**config.mk**
```make
export PLATFORM = sky130hd
export DESIGN_NAME = instr_rd_arbiter
export DESIGN_NICKNAME = d
export VERILOG_FILES = /design/src/rtl/instr_rd_arbiter.sv
export SDC_FILE = /design/constraint.sdc
export NUM_CORES = 1
export LEC_CHECK = 0
export ABC_AREA = 1
export ABC_CLOCK_PERIOD_IN_PS = 2000
export CAP_MARGIN = 20
export CORE_UTILIZATION = 30
export CTS_CLUSTER_SIZE = 8
export DETAILED_ROUTE_END_ITERATION = 10
export GPL_ROUTABILITY_DRIVEN = 0
export PLACE_DENSITY = 0.76
export SLEW_MARGIN = 40
export SYNTH_ARGS = -nofsm -noshare
export SYNTH_HDL_FRONTEND = slang
export SYNTH_SLANG_ARGS = --single-unit
```
**constraint.sdc**
```tcl
create_clock -name aclk -period 2 [get_ports aclk]
set_clock_uncertainty 0.15 [all_clocks]
set_input_delay 0.4 -clock aclk [delete_from_list [all_inputs] [get_ports aclk]]
set_output_delay 0.4 -clock aclk [all_outputs]
set_load 0.01 [all_outputs]
```
**src/rtl/instr_rd_arbiter.sv**
```systemverilog
// Instruction-side AXI3 read arbiter: refill (m0) vs prefetch (m1).
// One burst in flight; refill wins unless prefetch has starved too long.
module instr_rd_arbiter #(
  parameter int BURST_LEN  = 8,
  parameter int STARVE_MAX = 4
) (
  input  logic        aclk,
  input  logic        aresetn,
  input  logic        m0_arvalid,
  input  logic [31:0] m0_araddr,
  output logic        m0_arready,
  output logic [31:0] m0_rdata,
  output logic        m0_rvalid,
  output logic        m0_rlast,
  input  logic        m0_rready,
  input  logic        m1_arvalid,
  input  logic [31:0] m1_araddr,
  output logic        m1_arready,
  output logic [31:0] m1_rdata,
  output logic        m1_rvalid,
  output logic        m1_rlast,
  input  logic        m1_rready,
  output logic [3:0]  arid,
  output logic [31:0] araddr,
  output logic [3:0]  arlen,
  output logic [2:0]  arsize,
  output logic [1:0]  arburst,
  output logic [1:0]  arlock,
  output logic [3:0]  arcache,
  output logic [2:0]  arprot,
  output logic        arvalid,
  input  logic        arready,
  input  logic [3:0]  rid,
  input  logic [31:0] rdata,
  input  logic [1:0]  rresp,
  input  logic        rlast,
  input  logic        rvalid,
  output logic        rready,
  output logic        grant,
  output logic        busy,
  output logic        rd_err
);

  typedef enum logic [1:0] {
    S_IDLE,
    S_ADDR,
    S_RD
  } state_t;

  localparam int SW = $clog2(STARVE_MAX + 1);
  localparam logic [SW-1:0] SMAX = SW'(STARVE_MAX);
  localparam logic [2:0] LAST_BEAT = 3'(BURST_LEN - 1);

  state_t        r_state;
  logic          r_grant;
  logic [SW-1:0] r_starve;
  logic [2:0]    r_beat;
  logic [31:0]   r_addr;
  logic          r_err;

  logic w_req;
  logic w_pick1;
  logic w_addr;
  logic w_rd;
  logic w_sel0;
  logic w_sel1;
  logic w_rready;
  logic w_xfer;
  logic w_bad;

  assign w_req   = m0_arvalid | m1_arvalid;
  assign w_pick1 = m1_arvalid &
                   (~m0_arvalid | (r_starve == SMAX));
  assign w_addr  = (r_state == S_ADDR);
  assign w_rd    = (r_state == S_RD);
  assign w_sel0  = w_rd & ~r_grant;
  assign w_sel1  = w_rd & r_grant;

  assign w_rready = (w_sel0 & m0_rready) |
                    (w_sel1 & m1_rready);
  assign w_xfer   = w_rready & rvalid;

  // A missing or early rlast is judged against the beat index.
  assign w_bad = (rresp != 2'b00) |
                 (rid != {3'b000, r_grant}) |
                 (rlast & (r_beat != LAST_BEAT)) |
                 (~rlast & (r_beat == LAST_BEAT));

  always_ff @(posedge aclk or negedge aresetn) begin
    if (!aresetn) begin
      r_state  <= S_IDLE;
      r_grant  <= 1'b0;
      r_starve <= '0;
      r_beat   <= 3'd0;
      r_addr   <= 32'd0;
      r_err    <= 1'b0;
    end else begin
      r_err <= w_xfer & w_bad;
      unique case (r_state)
        S_IDLE: begin
          if (!m1_arvalid)
            r_starve <= '0;
          if (w_req) begin
            r_grant <= w_pick1;
            r_addr  <= w_pick1 ? m1_araddr : m0_araddr;
            r_beat  <= 3'd0;
            r_state <= S_ADDR;
            if (w_pick1)
              r_starve <= '0;
            else if (m1_arvalid && r_starve != SMAX)
              r_starve <= r_starve + 1'b1;
          end
        end
        S_ADDR: begin
          if (arready)
            r_state <= S_RD;
        end
        S_RD: begin
          if (w_xfer) begin
            r_beat <= r_beat + 3'd1;
            if (rlast)
              r_state <= S_IDLE;
          end
        end
        default: r_state <= S_IDLE;
      endcase
    end
  end

  assign arvalid = w_addr;
  assign araddr  = r_addr;
  assign arid    = {3'b000, r_grant};
  assign arlen   = 4'(BURST_LEN - 1);
  assign arsize  = 3'b010;
  assign arburst = 2'b01;
  assign arlock  = 2'b00;
  assign arcache = 4'b0000;
  assign arprot  = 3'b000;

  assign m0_arready = w_addr & arready & ~r_grant;
  assign m1_arready = w_addr & arready & r_grant;

  assign m0_rvalid = w_sel0 & rvalid;
  assign m1_rvalid = w_sel1 & rvalid;
  assign m0_rlast  = w_sel0 & rlast;
  assign m1_rlast  = w_sel1 & rlast;
  assign m0_rdata  = w_sel0 ? rdata : 32'd0;
  assign m1_rdata  = w_sel1 ? rdata : 32'd0;

  assign rready = w_rready;
  assign grant  = r_grant;
  assign busy   = (r_state != S_IDLE);
  assign rd_err = r_err;

endmodule

```
Word-level counts from Yosys, hierarchy flattened. Cells that the tools add are included.

Add/sub/neg operators: 2. Equal/unequal tests: 11. Multiplexer cells: 15. Bitwise operators: 25. Reductions and logical operators: 8.

Operators by type and width (count): 2-to-1 mux 32 bit (3); 2-to-1 mux 3 bit (6); bitwise AND 1 bit (16); 2-to-1 mux 2 bit (4); adder 3 x 1 -> 3 bit (second input constant) (2); equality test 3 bit (second input constant) (2); != test 2 bit (second input constant) (3); != test 3 bit (second input constant) (2); OR 1 bit (6); one-hot mux 2 bit (3 select lines) (1); one-hot mux 3 bit (2 select lines) (1); nonzero test 2 bit (3); != test 4 x 1 -> 1 bit (1); AND reduction 4 bit (1); inverter 1 bit (3); AND reduction 3 bit (1); equality test 2 x 1 -> 1 bit (second input constant) (1); equality test 2 bit (second input constant) (1); zero test 2 bit (1); != test 2 x 1 -> 1 bit (second input constant) (1); AND reduction 2 bit (1); logical AND 1 bit (1).

Bits in registers: 42. Bits of input ports: 111. Output and inout bits: 129. Logic and storage cells: 67.

Depth between registers and ports, before layout. Gate-level depths: netlist of the first run.

Depth in word-level cells: 7. Depth in mapped cells: 10. Gate-level depth less buffers: 9.

Least setup slack after synthesis of the first run. OpenSTA, ideal clock, no wires.

Path kind: reg2out. Start: register r_state[1]. End: output port m0_rdata[10]. Arrival: 1.075 ns. Required time: 1.450 ns. Slack: 0.375 ns. Stages on the path, launching flop included: 6. Buffers on the path: 1. Cell sequence: dfrtp_1 inv_2 nor2_2 nand2_2 buf_2 nor2_1.

Longest elaborated chain between the ends: 3.

Ends and longest elaborated chain: start: declaration (line 54) `state_t r_state;`; start signal: assignment (line 91) `r_state <= S_IDLE;`; start signal: assignment (line 107) `r_state <= S_ADDR;`; start signal: assignment (line 116) `r_state <= S_RD;`; equality test 2 bit (line 75) `assign w_rd = (r_state == S_RD);`; bitwise AND 1 bit (line 76) `assign w_sel0 = w_rd & ~r_grant;`; 2-to-1 mux 32 bit (line 147) `assign m0_rdata = w_sel0 ? rdata : 32'd0;`; end: declaration (line 12) `output logic [31:0] m0_rdata,`.

No other way between the ends.

Worst setup path in the final report of the first run.
Start: register r_state[0]. End: output port m1_rdata[12].

Longest elaborated chain between the ends: 3.

Ends and longest elaborated chain: equality test 2 bit (line 75); bitwise AND 1 bit (line 77) `assign w_sel1 = w_rd & r_grant;`; 2-to-1 mux 32 bit (line 148) `assign m1_rdata = w_sel1 ? rdata : 32'd0;`; end: declaration (line 19) `output logic [31:0] m1_rdata,`.

No other way between the ends.

==> impl_metrics.json, run 1 <==
{
  "io_pins": 240,
  "worst_hold_path_type": "flop to flop",
  "core_region_area_sq_um": 8299,
  "ys_seq_elements": 42,
  "detailed_place_hpwl_microns": 7557,
  "hold_viol": 0,
  "clk_path_buf_depth": 2,
  "number_of_instances_in_the_synthesized_netlist": 384,
  "route.detailed.drc": 0,
  "setup_slack_ns": -0.05760,
  "cp.required_ns": 1.45,
  "routed_length_on_met2_microns": 5590,
  "highest_routing_layer_actually_used": "met4",
  "metal1_wirelength_microns": 3429,
  "power.density_nw_per_um2": 1195,
  "worst_path_dominant_cell_family": "buffers and inverters",
  "fin_setup_tns_ns": -0.5878,
  "syn_area_sq_um": 2606,
  "yosys.area.top_type_share": 0.4033,
  "post_synth_fa_ha_maj_area_fraction": 0.01920,
  "critical_path_peak_fanout": 5,
  "seqCellArea_sq_um": 1051,
  "rsz0062_at_grt": "true",
  "detail_route.vias_per_cell": 4.460,
  "p_leak_nw": 2.688,
  "synthToLayoutAreaGrowth_pct": 109.4,
  "synth_seq_area_share": 0.4033,
  "clock_network_latency_to_the_later_pin_of_the_worst_skew_pair_ns": 0.28,
  "n_antenna_cell": 0,
  "grt_max_degree": 34,
  "vias": 3256,
  "drive_above_1_share": 0.2832,
  "maxClockFrequency_mhz": 486.0,
  "multi_input_comb_area_sq_um": 1514,
  "drt-initial-drc-count": 58,
  "critPathKind": "flop to primary output",
  "std_cell_rows": 33,
  "grt_antenna_before_repair": 0,
  "period_share": 1.029,
  "commonest_non_fill_non_tap_cells_in_the_layout": "sky130_fd_sc_hd__clkdlybuf4s50_1, sky130_fd_sc_hd__nand2_1, sky130_fd_sc_hd__dfrtp_1, sky130_fd_sc_hd__inv_1, sky130_fd_sc_hd__nand3_1",
  "violations": "setup timing",
  "ant_nets": 0,
  "met3RoutedLength_microns": 899,
  "finalMaxSlewViolations": 0,
  "clockRootBuffer": "sky130_fd_sc_hd__clkbuf_8",
  "timing.critical_path.slowest_stage_cell": "sky130_fd_sc_hd__dfrtp_1",
  "final_instance_count_without_filler_cells": 730,
  "starting_density_of_the_core": 0.3140,
  "drt-pass1-iter-count": 4,
  "synth-xor-area-share": 0.003361,
  "clkSlewWorstSetupHoldPaths_ns": 0.08,
  "synth_simple_gate_area_frac": 0.3812,
  "first_pass_grt_wire_length_microns": 13890,
  "critical_path_buf_inv_count": 3,
  "place_inst": 714,
  "timing.final.crit_period_ns": 2.058,
  "fillerInstances": 647,
  "synth_area_per_cell_sq_um": 6.787,
  "synth_compound_gate_area_share": 0.02496,
  "run_status": "finished, violations left",
  "synth_top_family_by_area": "simple AND/OR/NAND/NOR gates",
  "design.die.area_sq_um": 9064,
  "cp-start-kind": "flop",
  "netlist.top_cell.by_area": "sky130_fd_sc_hd__dfrtp_1",
  "cp_cell_sequence": "nor2_4 -> nand2_4 -> buf_12 -> clkbuf_16 -> nor2_2 -> buf_2",
  "critPathMaxStageDelay_ns": 0.42,
  "setup_violations": 25,
  "ys_top_cells_by_area": "sky130_fd_sc_hd__dfrtp_1, sky130_fd_sc_hd__nand2_1, sky130_fd_sc_hd__nor2_1",
  "tritoncts_clock_tree": "built",
  "die_w_microns": 95.21,
  "synth.distinct_cells": 22,
  "htree_num_levels": 2,
  "first_global_vias": 2921,
  "drt-wirelength-per-cell_microns": 13.84,
  "cp_data_arrival_time_ns": 1.51,
  "finish.net_count": 740,
  "fraction_of_synthesized_area_in_multiplexers": 0,
  "io_buffers": 218,
  "worst_setup_path_end_kind": "primary output",
  "die_height_microns": 95.21,
  "yosys_warnings": 0,
  "numClockSinks": 42,
  "cts_made_buffers": 5,
  "overflow": 0,
  "maxCapViolCount": 0,
  "layout.cells.most_common": "sky130_fd_sc_hd__clkdlybuf4s50_1",
  "ir_drop_mv": 0.6886,
  "grt.total_usage": 0.1987,
  "routed_wirelength_microns": 10110
}
## synthesized netlist by cell type (all sizes together)
cell / number
dfrtp: 42
a21oi: 2
a31oi: 1
xnor2: 1
ha: 4
nor2: 80
buf: 37
conb: 2
o21ai: 6
nand4: 3
inv: 45
o21bai: 1
nand3: 40
nor3: 1
nand2: 119
## power by group
group	switching (mW)	total (mW)	internal (mW)	leakage, nW
combinational	2.12	4.37	2.25	2.11
sequential	0.223	1.47	1.25	0.525
clock	0.276	0.676	0.400	0.0573
total	2.62	6.52	3.90	2.69
## registers in the layout (all words and copies together), names as in the netlist
name / cells
r_state: 2
r_beat: 3
r_starve: 3
araddr: 32
grant: 1
rd_err: 1
## metal layers
layer | vias to the layer above | GRT usage
met4 | 0 | 0.03788
met1 | 1490 | 0.2041
met5 | - | 0
met2 | 155 | 0.3952
met3 | 15 | 0.05502
li1 | 1596 | -
## area by class of cell
class	count	share of cell area
tap	105	0.02408
multi-input combinational	279	0.2775
inverter	45	0.03096
clock buffer	6	0.01513
clock inverter	1	0.005503
sequential	42	0.1926
timing repair buffer	252	0.4543
## per-stage QoR
step                power [mW]  setup WS, ns    util  hold WS [ns]  area [sq um]
floorplan                3.091        0.3751       -      -0.04559          2678
global placement         5.156       -0.1895  0.6009        0.2469          4987
detailed placement       5.230       -0.1759  0.6009        0.2422          4987
CTS                      5.901      -0.07706  0.5896        0.3525          4893
global route             6.966       -0.1342  0.6575        0.3689          5456
finish                   6.520      -0.05760  0.6575        0.3477          5456
## worst min-delay path, delay by kind of cell, from the launching register on
kind | cells | cell delay, ns
simple gates | 2 | 0.12
flops | 1 | 0.35
## cell families after synthesis
group | Yosys count
AO/OA/AOI/OAI | 10
XOR/XNOR | 1
adder cells (fa/ha/maj) | 4
buffers and inverters | 82
flip-flops | 42
other | 2
AND/OR/NAND/NOR | 243
## final timing paths
check / start / to / slack (ns) / cells past startpoint
setup / recovery: r_state[0] / m1_rdata[12] / -0.06 / 6
hold / removal: araddr[29] / araddr[29] / 0.35 / 2
setup reg to reg: r_starve[0] / r_starve[1] / 0.30 / 10
hold reg to reg: araddr[29] / araddr[29] / 0.35 / 2
max in group asynchronous: aresetn / araddr[3] / 0.74 / 3
min in group asynchronous: aresetn / araddr[13] / 0.45 / 2
## repair_timing
action | CTS | global route
gates cloned | 3 | 3
endpoints found under the hold margin | 19 | 0
resized for setup | 285 | 128
hold buffers | 1 | 0
setup endpoints to repair | 73 | 52
pin swaps | 2 | 4
setup buffers | 1 | 2
No activity file was read; power rests on OpenSTA's default activity.
==> run 2: changes to the inputs <==
Settings changed: CAP_MARGIN 20 to 5, CORE_UTILIZATION 30 to 31, PLACE_DENSITY 0.76 to 0.78, SKIP_LAST_GASP set to 1.
==> run 2 against run 1 <==
Effect of this change: the flow still finishes with violations (setup timing); final cell count is 0.68% higher; total power is 1.5% higher; clock power down 23%; first-iteration DRC count is 60% higher; routed wire length increased by 7.0%; flip-flop and latch count stayed put; core utilization rose by 2.3 points; count of clock-buffer cells in the layout unchanged; critical path type unchanged.
==> impl_metrics.json, run 2 (synthesis gave the netlist of run 1 again) <==
{
  "final_instance_count_without_filler_cells": 735,
  "r2r_slack_ns": 0.30,
  "cp_cell_sequence": "inv_2 -> nor2_4 -> buf_6 -> nand2_8 -> clkbuf_16 -> nor2_1 -> buf_2",
  "ant_nets": 0,
  "worst_r2r_path_depth": 10,
  "final_core_utilization": 0.6806,
  "maxClockFrequency_mhz": 488.6,
  "io_pins": 240,
  "p_leak_nw": 2.721,
  "drt-wirelength-per-cell_microns": 14.72,
  "cp.required_ns": 1.45,
  "drt-initial-drc-count": 93,
  "htree_num_levels": 2,
  "io_buffers": 218,
  "clkSlewWorstSetupHoldPaths_ns": 0.08,
  "design.die.area_sq_um": 8778,
  "largest_reg_flops": 32,
  "critical_path_peak_fanout": 6,
  "drive_above_1_share": 0.2841,
  "run_status": "finished, violations left",
  "clk_path_buf_depth": 2,
  "detailedPlace.worstSlack_ns": -0.2347,
  "first_global_vias": 3211,
  "worst_hold_path_type": "flop to flop",
  "routed_wirelength_microns": 10820,
  "worst_setup_path_end_kind": "primary output",
  "grt_max_degree": 43,
  "numClockSinks": 42,
  "detailed_place_hpwl_microns": 7654,
  "synthToLayoutAreaGrowth_pct": 113.5,
  "place_inst": 713,
  "placed_area_sq_um": 4992,
  "core_region_area_sq_um": 8175,
  "starting_density_of_the_core": 0.3188,
  "beginning_of_the_worst_register_to_register_path": "r_state[0]",
  "route.detailed.drc": 0,
  "worst_setup_path_startpoint": "r_state[1]",
  "critPathMaxStageDelay_ns": 0.36,
  "cp_data_arrival_time_ns": 1.50,
  "finish.net_count": 745,
  "grt.total_usage": 0.2209,
  "hold_viol": 0,
  "first_pass_grt_wire_length_microns": 15050,
  "n_antenna_cell": 0,
  "grt_antenna_before_repair": 0,
  "ir_drop_mv": 0.6154,
  "period_share": 1.023,
  "rsz0062_at_grt": "true",
  "setup_violations": 17,
  "overflow": 0,
  "setup_slack_ns": -0.04674,
  "clockRootBuffer": "sky130_fd_sc_hd__clkbuf_8",
  "cp-start-kind": "flop",
  "die_height_microns": 93.69,
  "drt-pass1-iter-count": 4,
  "std_cell_rows": 33,
  "layout.cell_area.non_filler_sq_um": 5564,
  "timing.critical_path.to": "m1_rdata[18]",
  "finalMaxSlewViolations": 0,
  "violations": "setup timing",
  "cts_made_buffers": 5,
  "timing.final.crit_period_ns": 2.047,
  "detail_route.vias_per_cell": 4.629,
  "critPathKind": "flop to primary output",
  "commonest_non_fill_non_tap_cells_in_the_layout": "sky130_fd_sc_hd__clkdlybuf4s50_1, sky130_fd_sc_hd__nand2_1, sky130_fd_sc_hd__dfrtp_1, sky130_fd_sc_hd__inv_1, sky130_fd_sc_hd__nand3_1",
  "layout.cells.most_common": "sky130_fd_sc_hd__clkdlybuf4s50_1",
  "die_w_microns": 93.69,
  "regToRegEndpoint": "araddr[22]",
  "power.density_nw_per_um2": 1189,
  "clock_network_latency_to_the_later_pin_of_the_worst_skew_pair_ns": 0.28,
  "tritoncts_clock_tree": "built",
  "timing.critical_path.slowest_stage_cell": "sky130_fd_sc_hd__dfrtp_1",
  "maxCapViolCount": 0,
  "vias": 3402
}
[run 2: changes by cell type in the layout (fill, tap and decap cells not counted), moves of 2 or more]
| cell | before | now |
|---|---|---|
| sky130_fd_sc_hd__nand2_4 | 3 | 1 |
| sky130_fd_sc_hd__clkbuf_16 | 3 | 6 |
| sky130_fd_sc_hd__nand2_8 | 0 | 2 |
| sky130_fd_sc_hd__clkbuf_2 | 1 | 3 |
| sky130_fd_sc_hd__nor2_2 | 21 | 13 |
| sky130_fd_sc_hd__nor2_4 | 35 | 39 |
| sky130_fd_sc_hd__buf_4 | 19 | 21 |
| sky130_fd_sc_hd__nor2_1 | 24 | 28 |
| sky130_fd_sc_hd__buf_6 | 35 | 32 |
[run 2: cell type report]
cell class	count	area (sq um)
fillers	647	2611
repair buffers	257	2589
multi-input cells	279	1544
flip-flops and latches	42	1051
inverters	45	168.9
well taps	105	131.4
clock buffers	6	72.57
clock inverters	1	7.507
[run 2: worst min path at each step]
stage,from,end,slack (ns),cells after the start
3_3_place_gp,aresetn,araddr[22],0.24,2
3_5_place_dp,aresetn,araddr[19],0.25,2
5_1_grt,araddr[23],araddr[23],0.37,2
2_1_floorplan,aresetn,araddr[0],-0.05,0
4_1_cts,araddr[18],araddr[18],0.35,2
6_report,araddr[23],araddr[23],0.35,2
[run 2: layer usage]
| metal | track usage | vias to the layer above | routed length (microns) |
|---|---|---|---|
| met3 | 0.07605 | 32 | 1049 |
| met5 | 0 | - | 0 |
| met1 | 0.2158 | 1568 | 3604 |
| met2 | 0.4209 | 191 | 5821 |
| met4 | 0.08590 | 0 | 343 |
| li1 | - | 1611 | - |
[run 2: timing repair]
| action | CTS | global route |
|---|---|---|
| buffers inserted | 2 | 2 |
| pin swaps | 2 | 3 |
| gates resized for setup | 269 | 147 |
| endpoints found under the hold margin | 42 | 0 |
| hold buffers | 1 | 0 |
| setup endpoints to repair | 73 | 68 |
| gates cloned | 4 | 6 |
[run 2: worst max-delay path, delay by kind of cell (launching register included)]
family | cells | cell delay (ns)
DFF | 1 | 0.36
and+or+nand+nor | 3 | 0.32
buffers and inverters | 4 | 0.52
[run 2: report_power, final]
group / internal, mW / switching (mW)
combinational: 2.42 / 2.20
sequential: 1.25 / 0.235
clock: 0.240 / 0.282
total: 3.90 / 2.71
[run 2: metrics by stage]
stage	total power, mW	setup TNS, ns	hold WS (ns)
floorplan	3.091	0	-0.04559
global placement	5.168	-6.888	0.2419
detailed placement	5.256	-7.613	0.2455
CTS	5.895	-2.247	0.3520
global route	7.065	-2.460	0.3729
finish	6.616	-0.2702	0.3462
==> run 3: changes to the inputs <==
Settings changed: GPL_TIMING_DRIVEN set to 0.
==> run 3 against run 2 <==
Effect of this change: the run still ends with setup timing left; non-clock buffer count increased by 12; worst setup slack got worse by 0.0014 ns; highest routed layer unchanged; total power decreased by 9.7%; die area unchanged; critical path type unchanged; count of clock-buffer cells in the layout unchanged; routed wire length decreased by 5.5%; cell area decreased by 6.5%; first-iteration DRC count decreased by 28%; clock power increased by 2%.
==> impl_metrics.json, run 3 (synthesis gave the netlist of run 1 again) <==
{
  "run_status": "finished, violations left",
  "violations": "setup timing",
  "routed_wirelength_microns": 10220,
  "maxCapViolCount": 0,
  "worst_setup_path_startpoint": "r_state[0]",
  "final_core_utilization": 0.6365,
  "cp_cell_sequence": "nor2_4 -> buf_6 -> nand2_8 -> buf_6 -> nor2_1 -> buf_2",
  "detail_route.vias_per_cell": 4.437,
  "critical_path_buf_inv_count": 3,
  "finish.net_count": 758,
  "timing.hold.worst.start": "araddr[30]",
  "vias": 3319,
  "largest_reg_flops": 32,
  "cts_made_buffers": 5,
  "std_cell_rows": 33,
  "drt-pass1-iter-count": 4,
  "period_share": 1.024,
  "layout.cell_area.non_filler_sq_um": 5204,
  "r2r_slack_ns": 0.19,
  "highest_routing_layer_actually_used": "met4",
  "ir_drop_mv": 0.6808,
  "core_region_area_sq_um": 8175,
  "clock_network_latency_to_the_later_pin_of_the_worst_skew_pair_ns": 0.29,
  "worst_setup_path_end_kind": "primary output",
  "grt.total_usage": 0.2264,
  "timing.final.crit_period_ns": 2.048,
  "setup_violations": 6,
  "die_height_microns": 93.69,
  "placed_area_sq_um": 4989,
  "die_w_microns": 93.69,
  "numClockSinks": 42,
  "p_leak_nw": 2.699,
  "hold_path_sink": "araddr[30]",
  "place_inst": 726,
  "first_pass_grt_wire_length_microns": 15510,
  "critical_path_peak_fanout": 6,
  "hold-worst-slack_ns": 0.3487,
  "critical_path.most_common_cell": "sky130_fd_sc_hd__buf_6",
  "grt_max_degree": 43,
  "detailed_place_hpwl_microns": 8064,
  "rsz0062_at_grt": "true",
  "min_path_cells": 2,
  "clk_path_buf_depth": 2,
  "overflow": 0,
  "io_pins": 240,
  "clockRootBuffer": "sky130_fd_sc_hd__clkbuf_8",
  "worst_hold_path_type": "flop to flop",
  "cp.required_ns": 1.45,
  "beginning_of_the_worst_register_to_register_path": "r_starve[1]",
  "least_margin_pin_slew_ns": 0.5530,
  "cp-start-kind": "flop",
  "drt-wirelength-per-cell_microns": 13.66,
  "fin_setup_tns_ns": -0.06999,
  "commonest_non_fill_non_tap_cells_in_the_layout": "sky130_fd_sc_hd__clkdlybuf4s50_1, sky130_fd_sc_hd__nand2_1, sky130_fd_sc_hd__nor2_1, sky130_fd_sc_hd__buf_2, sky130_fd_sc_hd__dfrtp_1",
  "metal1_wirelength_microns": 3393,
  "worst_r2r_path_depth": 9,
  "tritoncts_clock_tree": "built",
  "synthToLayoutAreaGrowth_pct": 99.66,
  "hold_viol": 0,
  "htree_num_levels": 2,
  "grt_antenna_before_repair": 0,
  "final_instance_count_without_filler_cells": 748,
  "layout.cells.most_common": "sky130_fd_sc_hd__clkdlybuf4s50_1",
  "regToRegEndpoint": "araddr[2]",
  "finalMaxSlewViolations": 0,
  "timing.critical_path.slowest_stage_cell": "sky130_fd_sc_hd__dfrtp_1",
  "clkSlewWorstSetupHoldPaths_ns": 0.08,
  "io_buffers": 218,
  "starting_density_of_the_core": 0.3188,
  "critPathMaxStageDelay_ns": 0.41,
  "setup_slack_ns": -0.04810,
  "critPathKind": "flop to primary output",
  "ant_nets": 0,
  "first_global_vias": 3293,
  "maxClockFrequency_mhz": 488.3,
  "design.die.area_sq_um": 8778,
  "routed_length_on_met2_microns": 5581,
  "power.density_nw_per_um2": 1149,
  "worst_path_dominant_cell_family": "buffers and inverters",
  "drive_above_1_share": 0.2597,
  "drt-initial-drc-count": 67,
  "relSlewSlack": 0.6314,
  "route.detailed.drc": 0,
  "n_antenna_cell": 0,
  "cp_data_arrival_time_ns": 1.50,
  "met3RoutedLength_microns": 1104
}
## run 3: cell types whose count changed in the layout (fill, tap and decap cells not counted), sizes merged
| cell | change |
|---|---|
| dlymetal6s2s | +1 |
| clkdlybuf4s50 | -2 |
| buf | +7 |
| nand2 | +1 |
| clkdlybuf4s15 | +3 |
| dlygate4sd2 | +6 |
| clkbuf | -3 |
## run 3: power breakdown
group	switching [mW]	internal, mW	total, mW
registers	0.257	1.25	1.51
logic	1.97	1.97	3.94
clock network	0.294	0.240	0.534
total	2.52	3.46	5.98
## run 3: metrics by stage
stage | worst slack, ns | power (mW)
2_1_floorplan | 0.3751 | 3.091
3_3_place_gp | -0.7489 | 4.991
3_5_place_dp | -0.3116 | 5.074
4_1_cts | -0.1018 | 5.769
5_1_grt | -0.1020 | 6.426
6_report | -0.04810 | 5.977
## run 3: layout make-up
type	instances	area [sq um]
fill	728	2972
timing repair buffer	233	2092
multi-input combinational	280	1376
sequential	42	1052
buffer	36	295.3
inverter	45	176.4
tap	105	131.4
clock buffer	6	72.57
clock inverter	1	7.507
## run 3: per-layer routing
metal / global-route usage / vias up
met5: 0 / -
met4: 0.05513 / 0
met2: 0.4495 / 147
met1: 0.2182 / 1527
met3: 0.07929 / 11
li1: - / 1634
## run 3: tightest hold or removal path, stage by stage (launching register included)
cell and delay (ns):
sky130_fd_sc_hd__dfrtp_1 0.35, sky130_fd_sc_hd__nand2_1 0.05, sky130_fd_sc_hd__nand3_1 0.07
## run 3: worst max-delay path by stage
| stage | slack, ns | depth (start not counted) | end |
|---|---|---|---|
| after global routing | -0.10 | 7 | m0_rdata[10] |
| after floorplan | 0.38 | 5 | m0_rdata[10] |
| after global placement | -0.75 | 1 | r_starve[1] |
| after CTS | -0.10 | 7 | m0_rdata[15] |
| final | -0.05 | 6 | m0_rdata[10] |
| after detailed placement | -0.31 | 5 | m0_rdata[15] |
## run 3: what timing repair did
item / CTS / global route
setup endpoints to repair: 74 / 68
cloned: 4 / 0
hold buffers: 1 / 0
gates resized for setup: 272 / 88
endpoints found under the hold margin: 42 / 0
pin swaps: 1 / 2
buffers inserted: 8 / 4
